File: src/rtl/audio_pkg.sv
// Shared widths, UART state encoding and the oscillator mixer for the synth board.
package audio_pkg;

    localparam int SAMPLE_W = 8;
    localparam int PHASE_W  = 24;

    typedef enum logic [1:0] {
        IDLE  = 2'd0,
        START = 2'd1,
        DATA  = 2'd2,
        STOP  = 2'd3
    } uart_state_t;

    // Average of the two oscillators; the 9-bit sum keeps the full range before halving.
    function automatic logic [SAMPLE_W-1:0] mix(input logic [SAMPLE_W-1:0] saw,
                                                input logic [SAMPLE_W-1:0] sq);
        logic [SAMPLE_W:0] sum;
        sum = {1'b0, saw} + {1'b0, sq};
        return sum[SAMPLE_W:1];
    endfunction

endpackage

File: src/rtl/audio_engine_uart_tx.sv
// 8N1 UART transmitter with registered tx/busy; a load request while busy is ignored.
//
// state | meaning
// IDLE  | line idle high, waiting for valid
// START | start bit (low) for CLKS_PER_BIT cycles
// DATA  | eight data bits, LSB first
// STOP  | stop bit (high), then back to IDLE
module uart_tx
    import audio_pkg::*;
#(
    parameter int CLKS_PER_BIT = 12
) (
    input  logic       clk,
    input  logic       rst_n,
    input  logic [7:0] data,
    input  logic       valid,
    output logic       busy,
    output logic       tx
);

    localparam logic [1:0] S_IDLE  = IDLE;
    localparam logic [1:0] S_START = START;
    localparam logic [1:0] S_DATA  = DATA;
    localparam logic [1:0] S_STOP  = STOP;

    localparam int CW = $clog2(CLKS_PER_BIT + 1);
    localparam logic [CW-1:0] BIT_LOAD = CW'(CLKS_PER_BIT - 1);

    logic [1:0]    state;
    logic [CW-1:0] timer;
    logic [2:0]    bit_idx;
    logic [7:0]    shreg;
    logic          tc;

    assign tc = (timer == '0);

    always_ff @(posedge clk) begin
        if (!rst_n) begin
            state   <= S_IDLE;
            timer   <= '0;
            bit_idx <= '0;
            shreg   <= '0;
            tx      <= 1'b1;
            busy    <= 1'b0;
        end else begin
            case (state)
                S_IDLE: begin
                    if (valid) begin
                        state <= S_START;
                        timer <= BIT_LOAD;
                        shreg <= data;
                    end
                end
                S_START: begin
                    if (tc) begin
                        state   <= S_DATA;
                        timer   <= BIT_LOAD;
                        bit_idx <= '0;
                    end else begin
                        timer <= timer - 1'b1;
                    end
                end
                S_DATA: begin
                    if (tc) begin
                        timer <= BIT_LOAD;
                        shreg <= shreg >> 1;
                        if (bit_idx == 3'd7) state <= S_STOP;
                        else                 bit_idx <= bit_idx + 1'b1;
                    end else begin
                        timer <= timer - 1'b1;
                    end
                end
                S_STOP: begin
                    if (tc) state <= S_IDLE;
                    else    timer <= timer - 1'b1;
                end
                default: state <= S_IDLE;
            endcase

            // Line level follows the state one cycle later so every output is a flop.
            tx   <= (state == S_START) ? 1'b0 :
                    (state == S_DATA)  ? shreg[0] : 1'b1;
            busy <= (state != S_IDLE);
        end
    end

endmodule

File: src/rtl/audio_engine.sv
// Two phase-accumulator oscillators mixed per sample tick and streamed as UART bytes.
module audio_engine
    import audio_pkg::*;
#(
    parameter int                 CLKS_PER_BIT  = 12,
    parameter int                 SAMPLE_DIV    = 272,
    parameter logic [PHASE_W-1:0] PHASE_INC_A   = 24'h00_2A00,
    parameter logic [PHASE_W-1:0] PHASE_INC_B   = 24'h00_1500,
    parameter int                 HEARTBEAT_BIT = 22
) (
    input  logic clk,
    input  logic rst_n,
    output logic led1,
    output logic led2,
    output logic led8,
    output logic ftdi_tx
);

    localparam int SCW = $clog2(SAMPLE_DIV);

    logic [SCW-1:0]      sample_cnt;
    logic                tick;
    logic [PHASE_W-1:0]  phase_a;
    logic [PHASE_W-1:0]  phase_b;
    logic [31:0]         heartbeat;
    logic [SAMPLE_W-1:0] saw;
    logic [SAMPLE_W-1:0] sq;
    logic [SAMPLE_W-1:0] sample;
    logic                uart_busy;

    assign tick   = (sample_cnt == SCW'(SAMPLE_DIV - 1));
    assign saw    = phase_a[PHASE_W-1 -: SAMPLE_W];
    assign sq     = phase_b[PHASE_W-1] ? 8'hFF : 8'h00;
    assign sample = mix(saw, sq);

    always_ff @(posedge clk) begin
        if (!rst_n) begin
            sample_cnt <= '0;
            phase_a    <= '0;
            phase_b    <= '0;
            heartbeat  <= '0;
            led1       <= 1'b0;
            led8       <= 1'b0;
        end else begin
            sample_cnt <= tick ? '0 : sample_cnt + 1'b1;
            heartbeat  <= heartbeat + 32'd1;
            // The UART latches the mix of the pre-update phases on this same edge.
            if (tick) begin
                phase_a <= phase_a + PHASE_INC_A;
                phase_b <= phase_b + PHASE_INC_B;
            end
            led1 <= phase_b[PHASE_W-1];
            led8 <= heartbeat[HEARTBEAT_BIT];
        end
    end

    uart_tx #(
        .CLKS_PER_BIT(CLKS_PER_BIT)
    ) u_uart_tx (
        .clk  (clk),
        .rst_n(rst_n),
        .data (sample),
        .valid(tick),
        .busy (uart_busy),
        .tx   (ftdi_tx)
    );

    assign led2 = uart_busy;

endmodule

File: config.mk
export PLATFORM = sky130hd
export DESIGN_NAME = audio_engine
export DESIGN_NICKNAME = d
export VERILOG_FILES = /design/src/rtl/audio_pkg.sv /design/src/rtl/audio_engine_uart_tx.sv /design/src/rtl/audio_engine.sv
export SDC_FILE = /design/constraint.sdc
export NUM_CORES = 1
export LEC_CHECK = 0
export ABC_AREA = 1
export CAP_MARGIN = 20
export CORE_AREA = 2 2 139 141
export DETAILED_ROUTE_END_ITERATION = 12
export DIE_AREA = 0 0 141 143
export GPL_TIMING_DRIVEN = 0
export PLACE_DENSITY_LB_ADDON = 0.2
export SLEW_MARGIN = 20
export SYNTH_ARGS = -nofsm -noshare
export SYNTH_HDL_FRONTEND = slang
export SYNTH_SLANG_ARGS = --single-unit
File: constraint.sdc
create_clock -name clk -period 1.7 [get_ports clk]
set_input_delay 0.34 -clock clk [delete_from_list [all_inputs] [get_ports clk]]
set_output_delay 0.34 -clock clk [all_outputs]
set_load 0.01 [all_outputs]
==> flow_results.xml, run 1 <==
<?xml version="1.0" encoding="UTF-8"?>
<metrics>
  <group name="timing">
    <metric name="timing.max_slew.rel_slack" unit="%">58.2</metric>
    <metric name="max_freq" unit="MHz">632</metric>
    <metric name="slew_violations" unit="">0</metric>
    <metric name="period_share" unit="%">93.1</metric>
    <metric name="min_period" unit="ps">1580</metric>
    <metric name="worstMarginPinSlew" unit="ps">628</metric>
    <metric name="final-hold-violation-count" unit="">0</metric>
    <metric name="fin_skew" unit="ps">12.5</metric>
    <metric name="fin_ws" unit="ps">117</metric>
    <metric name="finalSetupViolCount" unit="">0</metric>
  </group>
  <group name="routing">
    <metric name="post_drt_via_cell_ratio" unit="">4.35</metric>
    <metric name="remaining_drc_errors" unit="">0</metric>
    <metric name="detailedRoute.firstIterationViolations" unit="">189</metric>
    <metric name="wirelength" unit="µm">10700</metric>
    <metric name="route.detailed.wl_per_inst" unit="µm">11.6</metric>
    <metric name="ant_nets" unit="">0</metric>
    <metric name="dr_pass1_iterations" unit="">5</metric>
    <metric name="dr_total_vias" unit="">4013</metric>
  </group>
  <group name="layout">
    <metric name="layout-drive-gt1-share" unit="%">14.2</metric>
    <metric name="finalNonFillerCells" unit="">923</metric>
    <metric name="area.sequential" unit="µm²">1700</metric>
    <metric name="area.growth.synth_to_final" unit="%">17.9</metric>
    <metric name="layout.nets" unit="">706</metric>
    <metric name="multi_input_comb_area" unit="µm²">2610</metric>
    <metric name="nFillCells" unit="">2030</metric>
    <metric name="antenna_cells" unit="">0</metric>
    <metric name="finish.utilization" unit="%">29.2</metric>
  </group>
  <group name="clock_network">
    <metric name="numClockSinks" unit="">84</metric>
    <metric name="clock_tree.buffer_depth" unit="">2</metric>
    <metric name="cts_max_level" unit="">3</metric>
    <metric name="clkTransAtPathRegs" unit="ps">60</metric>
    <metric name="cts_inserted_buffers" unit="">9</metric>
    <metric name="hold_buffers" unit="">0</metric>
    <metric name="clock_latency_on_the_worst_skew_pair" unit="ps">350</metric>
    <metric name="tritoncts" unit="">yes</metric>
    <metric name="cts.root.buffer_cell" unit="">sky130_fd_sc_hd__clkbuf_16</metric>
  </group>
  <group name="die">
    <metric name="design.die.area" unit="µm²">20200</metric>
    <metric name="rows" unit="">50</metric>
    <metric name="boundaryPins" unit="">6</metric>
    <metric name="start_util" unit="%">24.7</metric>
    <metric name="core_region_area" unit="µm²">18600</metric>
    <metric name="chip_width" unit="µm">141</metric>
    <metric name="die_h" unit="µm">143</metric>
  </group>
  <group name="placed_design">
    <metric name="post-place-ws" unit="ps">-757</metric>
    <metric name="place.port_buffers" unit="">5</metric>
    <metric name="place.gp.congestion" unit="">0.776</metric>
    <metric name="dp.final_hpwl" unit="µm">7740</metric>
    <metric name="placed_cells" unit="">904</metric>
  </group>
  <group name="power">
    <metric name="power.density_cell_area" unit="nW/µm²">734</metric>
    <metric name="worst_ir_drop_vdd" unit="µV">566</metric>
    <metric name="total_power" unit="mW">3.98</metric>
    <metric name="leakage" unit="nW">2.17</metric>
  </group>
  <group name="synth">
    <metric name="synthesis.area_per_instance" unit="µm²">6.91</metric>
    <metric name="synth_area_leaders" unit="">sky130_fd_sc_hd__dfxtp_1, sky130_fd_sc_hd__nand2_1, sky130_fd_sc_hd__inv_1, sky130_fd_sc_hd__a21oi_1, sky130_fd_sc_hd__nor2_1</metric>
    <metric name="synth_enable_flop_cells" unit="">0</metric>
    <metric name="synth_top_area_share" unit="%">36.6</metric>
    <metric name="synthesis.nets" unit="">687</metric>
    <metric name="asyncSetResetFlopFracSynth" unit="%">0</metric>
    <metric name="synth.yosys.seq_area_share" unit="%">36.6</metric>
    <metric name="synth_cells" unit="">665</metric>
    <metric name="most_numerous_cell_types_in_the_synthesized_netlist" unit="">sky130_fd_sc_hd__nand2_1, sky130_fd_sc_hd__dfxtp_1, sky130_fd_sc_hd__inv_1</metric>
    <metric name="ys_seq_elements" unit="">84</metric>
    <metric name="synth_warnings" unit="">0</metric>
    <metric name="post_synth_instance_area" unit="µm²">4600</metric>
    <metric name="cell_type_with_the_highest_aggregate_area_in_the_netlist" unit="">sky130_fd_sc_hd__dfxtp_1</metric>
    <metric name="top_reg_cell_synth" unit="">sky130_fd_sc_hd__dfxtp_1</metric>
    <metric name="synth_most_common_cell" unit="">sky130_fd_sc_hd__nand2_1</metric>
    <metric name="synthDistinctLibCells" unit="">43</metric>
  </group>
  <group name="setup_path">
    <metric name="worst-path-max-fanout" unit="">10</metric>
    <metric name="endpoint_kind" unit="">register</metric>
    <metric name="cp_data_arrival_time" unit="ps">1820</metric>
    <metric name="worstPathRequired" unit="ps">1940</metric>
    <metric name="timing.critical_path.from_type" unit="">register</metric>
    <metric name="criticalPathCategory" unit="">register to register</metric>
  </group>
  <group name="run">
    <metric name="cap_violations" unit="">0</metric>
  </group>
  <group name="hold_path">
    <metric name="hold_class" unit="">register to register</metric>
  </group>
  <group name="global_routing">
    <metric name="first_pass_grt_wire_length" unit="µm">18600</metric>
    <metric name="grt.total_usage" unit="%">11.5</metric>
    <metric name="grt_remaining_overflow" unit="">0</metric>
    <metric name="first_global_vias" unit="">3804</metric>
    <metric name="grt_max_degree" unit="">16</metric>
    <metric name="antenna_found_initial" unit="">0</metric>
  </group>
  <group name="status">
    <metric name="run_status" unit="">finished, final reports clean</metric>
  </group>
</metrics>
## metal layers
layer | part of all wire, % | up-vias | global-route usage (%)
met3 | 1.8 | 8 | 2.52
met2 | 44 | 28 | 17.9
met5 | 0 | - | 0
met1 | 53 | 1788 | 15.7
li1 | - | 2189 | -
met4 | 1.6 | 0 | 4.16
## flip-flops by register name, indices dropped and copies added (netlist names)
name               count
sample_cnt             9
u_uart_tx.state        2
phase_a               15
phase_b               16
u_uart_tx.bit_idx      3
u_uart_tx.busy         1
u_uart_tx.timer        4
u_uart_tx.tx           1
led1                   1
led8                   1
heartbeat             23
u_uart_tx.shreg        8
## power by group
group	internal, mW	leakage (nW)	total (mW)	switching [mW]
Combinational	0.0272	1.35	0.0917	0.0645
Sequential	1.98	0.682	1.99	0.0101
Clock	1.04	0.139	1.90	0.859
## area by class of cell
cell class              instances  area share (%)
inverters                      88            6.23
well taps                     234            5.40
clock buffers                  10            4.41
repair buffers                  8            1.41
flip-flops and latches         84            31.3
plain buffers                  14            2.17
clock inverters                 6           0.877
multi-input cells             479            48.2
## placed cells by master, fill, tap and decap left out, types with 6 or more instances in the layout
| master | count |
|---|---|
| sky130_fd_sc_hd__a21oi_1 | 54 |
| sky130_fd_sc_hd__nor3_1 | 15 |
| sky130_fd_sc_hd__nand2_1 | 156 |
| sky130_fd_sc_hd__nor2_2 | 7 |
| sky130_fd_sc_hd__nand2_2 | 9 |
| sky130_fd_sc_hd__dfxtp_1 | 76 |
| sky130_fd_sc_hd__nand3_1 | 36 |
| sky130_fd_sc_hd__nor2_1 | 74 |
| sky130_fd_sc_hd__o21ai_1 | 9 |
| sky130_fd_sc_hd__ha_1 | 16 |
| sky130_fd_sc_hd__xor2_1 | 12 |
| sky130_fd_sc_hd__nand4_1 | 9 |
| sky130_fd_sc_hd__inv_1 | 80 |
| sky130_fd_sc_hd__clkbuf_16 | 9 |
| sky130_fd_sc_hd__inv_2 | 7 |
| sky130_fd_sc_hd__o21ai_0 | 23 |
| sky130_fd_sc_hd__dfxtp_2 | 6 |
## critical path, cell delays in order, from the launching register on
cell and delay [ps]:
sky130_fd_sc_hd__dfxtp_4 360, sky130_fd_sc_hd__ha_4 140, sky130_fd_sc_hd__nand3_2 110, sky130_fd_sc_hd__nor2_4 180, sky130_fd_sc_hd__nand2_4 140, sky130_fd_sc_hd__nand2_4 100, sky130_fd_sc_hd__nand3_4 80, sky130_fd_sc_hd__buf_6 160
sky130_fd_sc_hd__o21ai_1 150, sky130_fd_sc_hd__a21oi_1 60
## worst paths after layout
check	start	slack, ps	endpoint	cells after the start
max reg2reg	sample_cnt[0]	120	u_uart_tx.shreg[0]	9
min	sample_cnt[0]	440	sample_cnt[0]	1
max	sample_cnt[0]	120	u_uart_tx.shreg[0]	9
min reg2reg	sample_cnt[0]	440	sample_cnt[0]	1
## kinds of logic after synthesis
kind of cell	share of synthesized area, %
simple gates	32.7
fa+ha+maj	5.61
compound gates	13.5
buf+inv	9.39
xor+xnor	2.29
flops	36.6
## metrics by stage
step           area [µm²]  setup TNS (ps)  hold WS (ps)
5_1_grt              5420           -22.5           463
4_1_cts              5250               0           453
2_1_floorplan        4600               0           415
3_3_place_gp         4940          -31200           433
3_5_place_dp         4940          -31550           444
6_report             5420               0           442
## timing repair
action                                  in CTS  in global routing
pin swaps                                    0                  5
resized for setup                           12                 50
endpoints found under the hold margin        0                  0
buffers inserted                             0                  3
endpoints found under the setup margin      53                 38
(Power assumes the default switching activity.)
==> run 2: changes to the inputs <==
CAP_MARGIN = 40   (was 20)
==> results of run 2 <==
Same layout as run 1: the final DEF is identical, and so are final timing and power.
==> run 3: changes to the inputs <==
CORE_AREA = 2 2 127 129   (was 2 2 139 141)
CTS_CLUSTER_DIAMETER = 100   (was unset)
DIE_AREA = 0 0 129 131   (was 0 0 141 143)
==> run 3 against run 2 <==
Count of clock-buffer cells in the layout is 1 lower. Total power is 2.5% higher. Sequential share of layout area is 0.21 points higher. Maximum frequency is 2.2% lower. Cell count is 1.6% lower. Cell area is 0.51% lower. Critical endpoint is now u_uart_tx.state[0].
==> flow_results.xml, run 3 (synthesis results as in run 1) <==
<?xml version="1.0" encoding="UTF-8"?>
<metrics>
  <group name="die">
    <metric name="start_util" unit="%">29.5</metric>
    <metric name="die_h" unit="µm">131</metric>
    <metric name="boundaryPins" unit="">6</metric>
    <metric name="core_region_area" unit="µm²">15600</metric>
    <metric name="chip_width" unit="µm">129</metric>
    <metric name="design.die.area" unit="µm²">16900</metric>
    <metric name="rows" unit="">46</metric>
  </group>
  <group name="layout">
    <metric name="finalNonFillerCells" unit="">908</metric>
    <metric name="layout_top_registers" unit="">heartbeat x23, phase_b x16, phase_a x15</metric>
    <metric name="finish.utilization" unit="%">34.6</metric>
    <metric name="area.growth.synth_to_final" unit="%">17.3</metric>
    <metric name="layout-drive-gt1-share" unit="%">14.2</metric>
    <metric name="layout.nets" unit="">709</metric>
    <metric name="max_reg_flops" unit="">23</metric>
    <metric name="multi_input_comb_area" unit="µm²">2580</metric>
    <metric name="nFillCells" unit="">1689</metric>
    <metric name="layout_common_cells" unit="">sky130_fd_sc_hd__nand2_1, sky130_fd_sc_hd__inv_1, sky130_fd_sc_hd__dfxtp_1, sky130_fd_sc_hd__nor2_1, sky130_fd_sc_hd__a21oi_1</metric>
    <metric name="register_bank_with_the_most_flops" unit="">heartbeat</metric>
    <metric name="area.sequential" unit="µm²">1700</metric>
    <metric name="antenna_cells" unit="">0</metric>
    <metric name="mostFrequentLayoutCell" unit="">sky130_fd_sc_hd__nand2_1</metric>
  </group>
  <group name="timing">
    <metric name="period_share" unit="%">95.2</metric>
    <metric name="timing.max_slew.rel_slack" unit="%">58.7</metric>
    <metric name="fin_skew" unit="ps">9.57</metric>
    <metric name="min_period" unit="ps">1620</metric>
    <metric name="worstMarginPinSlew" unit="ps">619</metric>
    <metric name="slew_violations" unit="">0</metric>
    <metric name="finalSetupViolCount" unit="">0</metric>
    <metric name="max_freq" unit="MHz">618</metric>
    <metric name="final-hold-violation-count" unit="">0</metric>
  </group>
  <group name="routing">
    <metric name="remaining_drc_errors" unit="">0</metric>
    <metric name="dr_pass1_iterations" unit="">5</metric>
    <metric name="post_drt_via_cell_ratio" unit="">4.49</metric>
    <metric name="wirelength" unit="µm">10700</metric>
    <metric name="dr_total_vias" unit="">4080</metric>
    <metric name="route.detailed.wl_per_inst" unit="µm">11.8</metric>
    <metric name="detailedRoute.firstIterationViolations" unit="">172</metric>
    <metric name="ant_nets" unit="">0</metric>
  </group>
  <group name="setup_path">
    <metric name="path_cells" unit="">inv_1 &gt; ha_1 &gt; buf_6 &gt; inv_2 &gt; buf_6 &gt; nand2_2 &gt; o21ai_1 &gt; nand2_1 &gt; a21oi_4 &gt; o21ai_1 &gt; a21oi_1</metric>
    <metric name="criticalPathCategory" unit="">register to register</metric>
    <metric name="cp_slowest_cell" unit="">sky130_fd_sc_hd__dfxtp_4</metric>
    <metric name="worstPathRequired" unit="ps">1970</metric>
    <metric name="worst-path-max-fanout" unit="">10</metric>
    <metric name="timing.critical_path.from_type" unit="">register</metric>
    <metric name="maximum_single_stage_delay_on_the_critical_path" unit="ps">360</metric>
    <metric name="critical_path.reg2reg.startpoint" unit="">u_uart_tx.state[0]</metric>
    <metric name="endpoint_kind" unit="">register</metric>
    <metric name="crit_path_start" unit="">u_uart_tx.state[0]</metric>
    <metric name="cp_data_arrival_time" unit="ps">1890</metric>
  </group>
  <group name="global_routing">
    <metric name="grt_remaining_overflow" unit="">0</metric>
    <metric name="first_global_vias" unit="">3769</metric>
    <metric name="grt_max_degree" unit="">16</metric>
    <metric name="antenna_found_initial" unit="">0</metric>
    <metric name="first_pass_grt_wire_length" unit="µm">18200</metric>
    <metric name="grt.total_usage" unit="%">13.6</metric>
  </group>
  <group name="clock_network">
    <metric name="cts.root.buffer_cell" unit="">sky130_fd_sc_hd__clkbuf_16</metric>
    <metric name="cts_inserted_buffers" unit="">9</metric>
    <metric name="clock_latency_on_the_worst_skew_pair" unit="ps">350</metric>
    <metric name="clock_tree.buffer_depth" unit="">2</metric>
    <metric name="clkTransAtPathRegs" unit="ps">60</metric>
    <metric name="hold_buffers" unit="">0</metric>
    <metric name="cts_max_level" unit="">3</metric>
    <metric name="tritoncts" unit="">yes</metric>
    <metric name="numClockSinks" unit="">84</metric>
  </group>
  <group name="power">
    <metric name="leakage" unit="nW">2.19</metric>
    <metric name="worst_ir_drop_vdd" unit="µV">575</metric>
    <metric name="power.density_cell_area" unit="nW/µm²">757</metric>
  </group>
  <group name="placed_design">
    <metric name="dp.final_hpwl" unit="µm">7640</metric>
    <metric name="place.gp.congestion" unit="">0.793</metric>
    <metric name="placed_cells" unit="">886</metric>
    <metric name="place.port_buffers" unit="">5</metric>
  </group>
  <group name="hold_path">
    <metric name="min_from" unit="">sample_cnt[0]</metric>
    <metric name="hold_class" unit="">register to register</metric>
  </group>
  <group name="run">
    <metric name="cap_violations" unit="">0</metric>
  </group>
  <group name="status">
    <metric name="run_status" unit="">finished, final reports clean</metric>
  </group>
</metrics>
==> run 3: layout make-up <==
| class | instances | share of cell area (%) |
|---|---|---|
| Multi-Input combinational cell | 479 | 47.9 |
| Sequential cell | 84 | 31.5 |
| Inverter | 88 | 6.22 |
| Tap cell | 216 | 5.01 |
| Clock buffer | 9 | 4.18 |
| Buffer | 14 | 2.02 |
| Timing Repair Buffer | 11 | 1.76 |
| Clock inverter | 7 | 1.37 |
==> run 3: final timing paths <==
| check | end | slack [ps] | depth (start not counted) |
|---|---|---|---|
| worst max-delay path | u_uart_tx.state[0] | 80 | 11 |
| worst min-delay path | sample_cnt[0] | 440 | 1 |
| worst max register to register | u_uart_tx.state[0] | 80 | 11 |
| worst min register to register | sample_cnt[0] | 440 | 1 |
==> run 3: layer usage <==
layer | vias to the layer above | track usage (%) | wire, µm
li1 | 2192 | - | -
met1 | 1839 | 17.5 | 5240
met2 | 41 | 22.6 | 4990
met3 | 8 | 3.22 | 323
met4 | 0 | 4.73 | 119
met5 | - | 0 | 0
==> run 3: report_power, final <==
| part | switching [mW] | internal (mW) |
|---|---|---|
| registers | 0.00969 | 1.98 |
| logic | 0.0643 | 0.0267 |
| clock network | 0.856 | 1.15 |
==> run 3: through the flow <==
step                      hold slack, ps  TNS (ps)  power (mW)  cell area [µm²]  worst slack, ps
after detailed placement             436    -32930        2.12             4920             -700
final                                442         0        4.08             5390             81.7
after floorplan                      415         0        2.08             4600              112
after CTS                            451         0        4.15             5240             4.38
after global placement               429    -32870        2.12             4920             -710
after global routing                 465     -23.2        4.24             5390            -12.1
==> run 3: worst max-delay path: cells and delay by family (launching register included) <==
family                   cells  cell delay, ps
flip-flops                   1             360
adder cells (fa/ha/maj)      1             200
AND/OR/NAND/NOR              2             160
buffers and inverters        4             340
AO/OA/AOI/OAI                4             480
==> run 3: timing repair <==
action / 4_1_cts / 5_1_grt
buffers inserted: 0 / 6
pin swaps: 0 / 4
resized for setup: 14 / 35
endpoints found under the setup margin: 51 / 28
